<file path="src/rtl/pixel_window_addr_gen.sv">
// Paced read-address generator for a rectangular window inside a FRAME_W x FRAME_H
// frame buffer, issuing addresses on a valid/ready handshake.
module pixel_window_addr_gen #(
  parameter int FRAME_W = 320,
  parameter int FRAME_H = 240,
  parameter int ADDR_W  = 17,
  parameter int DELAY_W = 16
) (
  input  logic               clk,
  input  logic               rst_n,
  input  logic               start,
  input  logic               abort,
  input  logic               continuous,
  input  logic [ADDR_W-1:0]  win_x0,
  input  logic [ADDR_W-1:0]  win_w,
  input  logic [ADDR_W-1:0]  win_y0,
  input  logic [ADDR_W-1:0]  win_h,
  input  logic [DELAY_W-1:0] delay_cycles,
  input  logic               pixel_send_ready,
  output logic [ADDR_W-1:0]  address,
  output logic               addr_valid,
  output logic               line_last,
  output logic               frame_done,
  output logic               busy,
  output logic               cfg_err
);

  localparam logic [ADDR_W-1:0] FW   = ADDR_W'(FRAME_W);
  localparam logic [ADDR_W:0]   FW_X = (ADDR_W+1)'(FRAME_W);
  localparam logic [ADDR_W:0]   FH_X = (ADDR_W+1)'(FRAME_H);
  localparam logic [ADDR_W-1:0] ONE  = ADDR_W'(1);

  typedef enum logic [2:0] {IDLE, LOAD, VALID, GAP, DONE} state_t;

  state_t             state;
  logic [ADDR_W-1:0]  x0_l, w_l, y0_l, h_l;
  logic [DELAY_W-1:0] delay_l;
  logic               cont_l;
  logic [ADDR_W-1:0]  line_base, col, row;
  logic [DELAY_W-1:0] gap_cnt;

  logic              cfg_bad, col_end, row_end;
  logic [ADDR_W-1:0] row_base;

  // Extra bit on the bound sums keeps an overflowing x0+w from wrapping into range.
  assign cfg_bad = (win_w == '0) || (win_h == '0) ||
                   (({1'b0, win_x0} + {1'b0, win_w}) > FW_X) ||
                   (({1'b0, win_y0} + {1'b0, win_h}) > FH_X);

  assign col_end  = (col == w_l - ONE);
  assign row_end  = (row == h_l - ONE);
  assign row_base = y0_l * FW;

  always_ff @(posedge clk or negedge rst_n) begin
    if (!rst_n) begin
      state      <= IDLE;
      address    <= '0;
      addr_valid <= 1'b0;
      line_last  <= 1'b0;
      frame_done <= 1'b0;
      busy       <= 1'b0;
      cfg_err    <= 1'b0;
      x0_l       <= '0;
      w_l        <= '0;
      y0_l       <= '0;
      h_l        <= '0;
      delay_l    <= '0;
      cont_l     <= 1'b0;
      line_base  <= '0;
      col        <= '0;
      row        <= '0;
      gap_cnt    <= '0;
    end else begin
      frame_done <= 1'b0;
      cfg_err    <= 1'b0;
      if (abort) begin
        state      <= IDLE;
        addr_valid <= 1'b0;
        line_last  <= 1'b0;
        busy       <= 1'b0;
      end else begin
        case (state)
          IDLE: begin
            if (start) begin
              if (cfg_bad) begin
                cfg_err <= 1'b1;
              end else begin
                x0_l    <= win_x0;
                w_l     <= win_w;
                y0_l    <= win_y0;
                h_l     <= win_h;
                delay_l <= delay_cycles;
                cont_l  <= continuous;
                busy    <= 1'b1;
                state   <= LOAD;
              end
            end
          end
          LOAD: begin
            line_base  <= row_base;
            col        <= '0;
            row        <= '0;
            address    <= row_base + x0_l;
            addr_valid <= 1'b1;
            line_last  <= (w_l == ONE);
            state      <= VALID;
          end
          VALID: begin
            if (pixel_send_ready) begin
              if (col_end && row_end) begin
                addr_valid <= 1'b0;
                line_last  <= 1'b0;
                frame_done <= 1'b1;
                state      <= DONE;
              end else begin
                if (col_end) begin
                  col       <= '0;
                  row       <= row + ONE;
                  line_base <= line_base + FW;
                  address   <= line_base + FW + x0_l;
                  line_last <= (w_l == ONE);
                end else begin
                  col       <= col + ONE;
                  address   <= address + ONE;
                  line_last <= (col + ONE == w_l - ONE);
                end
                // The next address is already staged; GAP only withholds valid.
                if (delay_l != '0) begin
                  addr_valid <= 1'b0;
                  line_last  <= 1'b0;
                  gap_cnt    <= delay_l;
                  state      <= GAP;
                end
              end
            end
          end
          GAP: begin
            if (gap_cnt <= 1) begin
              addr_valid <= 1'b1;
              line_last  <= col_end;
              state      <= VALID;
            end else begin
              gap_cnt <= gap_cnt - 1'b1;
            end
          end
          DONE: begin
            busy  <= cont_l;
            state <= cont_l ? LOAD : IDLE;
          end
          default: begin
            state <= IDLE;
          end
        endcase
      end
    end
  end

endmodule
</file>
<file path="config.mk">
export PLATFORM = sky130hd
export DESIGN_NAME = pixel_window_addr_gen
export DESIGN_NICKNAME = d
export VERILOG_FILES = /design/src/rtl/pixel_window_addr_gen.sv
export SDC_FILE = /design/constraint.sdc
export NUM_CORES = 1
export LEC_CHECK = 0
export ABC_CLOCK_PERIOD_IN_PS = 4660
export BUFFER_PORTS_ARGS = -buffer_cell sky130_fd_sc_hd__buf_2
export CORE_AREA = 3 3 229 119
export CTS_CLUSTER_DIAMETER = 30
export DETAILED_ROUTE_END_ITERATION = 10
export DIE_AREA = 0 0 232 122
export GPL_TIMING_DRIVEN = 0
export PLACE_DENSITY = 0.79
export SLEW_MARGIN = 0
export SYNTH_ARGS = -nofsm -noshare
export SYNTH_HDL_FRONTEND = slang
export SYNTH_SLANG_ARGS = --single-unit
</file>
<file path="constraint.sdc">
create_clock -name clk -period 4.66 [get_ports clk]
set_clock_uncertainty 0.15 [all_clocks]
set_input_delay 0.466 -clock clk [delete_from_list [all_inputs] [get_ports clk]]
set_output_delay 0.466 -clock clk [all_outputs]
set_load 0.005 [all_outputs]
</file>
==> results.tsv <==
metric	value	unit
Final Cell Area	0.0143	mm2
RSZ-0062 raised after global routing	false	
Synth Instances	1432	
global placement routability congestion	0.963	
worst r2r path cells	11	
final WL	36700	um
largest net degree at the start of global routing	95	
Async S/R FF share, synth	100	%
Core ar.	0.0251	mm2
final core utilization	56.9	%
initial antenna violation count	0	
Diodes inserted	0	
result of the run	finished, final reports clean	
maximum root-to-sink buffer count	2	
Setup-failing EPs final	0	
htree depth	4	
DIE AREA	0.0283	mm2
cell leakage power	6.64	nW
vias in the first global route	10900	
width of the chip	232	um
startpoint types	input port	
top cell type by total area after synthesis	dfrtp_1	
Post-Place Setup Slack	-0.586	ns
Worst Setup End Kind	register	
port bufs	111	
Crit path depth	13	
CP arrival	4.57	ns
Fillers	2256	
peak supply drop	274	uV
Worst R2R Setup Slack	0.29	ns
Via-to-Cell Ratio	6.08	
worst flop-to-flop path endpoint	gap_cnt[2]	
critical path peak fanout	10	
slowest CP cell	a2111oi_0	
worst min path class	in -> reg	
EDFF count, synth	0	
Nets	1738	
drt first-iter violations	1361	
slack of the critical path	0.267	ns
drt wl/cell	19.1	um
Non-Filler Instances	1923	
layout cells sized above 1	16.4	%
CTS clock-pin slew for the worst setup and hold paths	0.06	ns
first-pass GRT wire length	58300	um
Post-DRT Antenna Nets	0	
Synth top area share	32.9	%
Hold Fails Final Rpt	0	
P_int	3.35	mW
fmax	228	MHz
Seq/Total Area, Yosys	32.9	%
clk sinks	165	
Post-DP Area	0.0136	mm2
Seq pwr share	32.8	%
DR DRC count	0	
syn avg cell area	8.78	um2
Synth cell types	75	
WP buf/inv	4	
die height	122	um
synth cell count leaders	dfrtp_1, nor2_1, nand2_1	
Area Overhead vs Synth	13.9	%
Worst Hold Endpoint	delay_l[9]	
ys flop type	dfrtp_1	
synthesized flop and latch total	165	
crit path time final	4.39	ns
Rows	41	
Detailed Place HPWL	27900	um
# IOs	112	
Power Density	390	mW/mm2
Pwr Total	5.59	mW
yosys warns	0	
relative slew slack	38.4	%
crit-path max cell delay	0.64	ns
latest clock arrival within the worst-skew pair	0.45	ns
worst reg2reg startpoint	h_l[0]	
sw frac	39.9	%
Worst EP required	4.84	ns
Overflow after GRT	0	
Clock Tree Root	clkbuf_16	
placed cell count	1888	
Logic pwr share	39.1	%
CP Cell Sequence	buf_2, ha_1, inv_1, a2111oi_0, nand4_1, or4_1, nor4_1, o2111ai_1, nor4_4, nand3b_1, clkbuf_2, buf_2, mux2_2	
via count	11700	
worst hold start	delay_cycles[9]	
Mapped Area	0.0126	mm2
max-cap viol count	0	
clock buffer count from CTS	17	
ranking of synthesized cells by area	dfrtp_1, ha_1, mux2_2	
CP Class	in -> reg	
Slew @ Worst Pin	0.924	ns
drt pass-1 iters	5	
cell mode on critical path	buf_2	
CTS tree	done	
Synth Net Count	1604	
Clock Power Share	28.1	%
top cell family by delay on the critical path	simple AND/OR/NAND/NOR gates	
cell depth of the worst hold path	2	
final worst path period share	94.3	%
Max Transition Viols Final	0	
Psw	2.23	mW
starting density of the core	50.0	%
total global-route track usage	26.2	%
top-count cell post-synth	dfrtp_1	
==> stage by stage <==
step                hold WS (ns)  setup TNS (ns)
floorplan                 0.0204               0
global placement           0.330          -24.35
detailed placement         0.328          -24.08
CTS                       0.0791               0
global route              0.0815               0
finish                    0.0957               0
==> logic make-up after synthesis <==
kind of cell	after synthesis	synth area share (%)
xor gates and xnor gates	137	9.66
adders and majority gates	82	8.40
muxes	92	8.09
and+or+nand+nor	501	20.3
AOI/OAI and AO/OA	350	17.3
DFF	165	32.9
buffers and inverters	105	3.36
==> per-layer routing <==
| metal | global-route usage, % | vias up | part of all wire [%] |
|---|---|---|---|
| met1 | 36.7 | 5627 | 45 |
| li1 | - | 5480 | - |
| met2 | 39.9 | 496 | 44 |
| met5 | 0 | - | 0 |
| met4 | 11.0 | 0 | 3.4 |
| met3 | 4.72 | 83 | 8.0 |
==> power by group through the flow <==
stage / Combinational, mW / Clock [mW] / Sequential, mW
finish: 2.18 / 1.57 / 1.83
global route: 2.40 / 1.65 / 1.86
CTS: 2.13 / 1.59 / 1.83
detailed placement: 2.10 / 0 / 1.85
global placement: 2.06 / 0 / 1.84
floorplan: 1.44 / 0 / 1.81
==> area by class of cell <==
| type | count | area [um2] | share of cell area (%) |
|---|---|---|---|
| inverters | 52 | 195 | 1.36 |
| clock buffers | 21 | 480 | 3.36 |
| plain buffers | 53 | 233 | 1.63 |
| multi-input cells | 1162 | 8050 | 56.3 |
| flip-flops and latches | 165 | 4130 | 28.9 |
| well taps | 344 | 430 | 3.01 |
| clock inverters | 11 | 173 | 1.21 |
| repair buffers | 115 | 618 | 4.32 |
==> cell usage in the layout, fill, tap and decap left out, types with 52 or more instances in the layout <==
cell type    n
a21oi_1     95
buf_2      115
dfrtp_1    165
ha_1        78
inv_1       52
mux2_2      77
nand2_1    108
nor2_1     128
o21ai_0    107
xnor2_1     99
==> worst register-to-register path: stages (launching register included) <==
cell	delay [ns]
dfrtp_1	0.45
inv_1	0.09
ha_1	0.25
or4b_1	0.55
or3_1	0.38
o221ai_1	0.22
o211ai_1	0.15
nor4_2	0.68
nand2_1	0.31
o21ai_2	0.45
clkbuf_1	0.39
o21ai_0	0.18
==> how the worst max path moves through the flow <==
stage	from	endpoint	slack (ns)
floorplan	win_y0[9]	x0_l[10]	0.81
global placement	win_h[14]	x0_l[10]	-0.59
detailed placement	win_x0[0]	x0_l[11]	-0.59
CTS	w_l[1]	col[15]	0.06
global route	win_x0[0]	x0_l[11]	0.008
finish	win_h[14]	x0_l[14]	0.27
==> sequential cells by signal (all words and copies together) (netlist names) <==
register and cells:
cont_l 1, cfg_err 1, line_last 1, state 3
busy 1, col 17, h_l 17, w_l 17
frame_done 1, gap_cnt 16, y0_l 11, address 17
line_base 11, addr_valid 1, row 17, delay_l 16
x0_l 17
==> repair_timing <==
item                       in CTS  in global routing
hold endpoints to repair       71                  0
setup buffers                   0                  2
setup endpoints to repair      11                 68
resized for setup               2                 12
hold buffers                    1                  0
(Power assumes the default switching activity.)
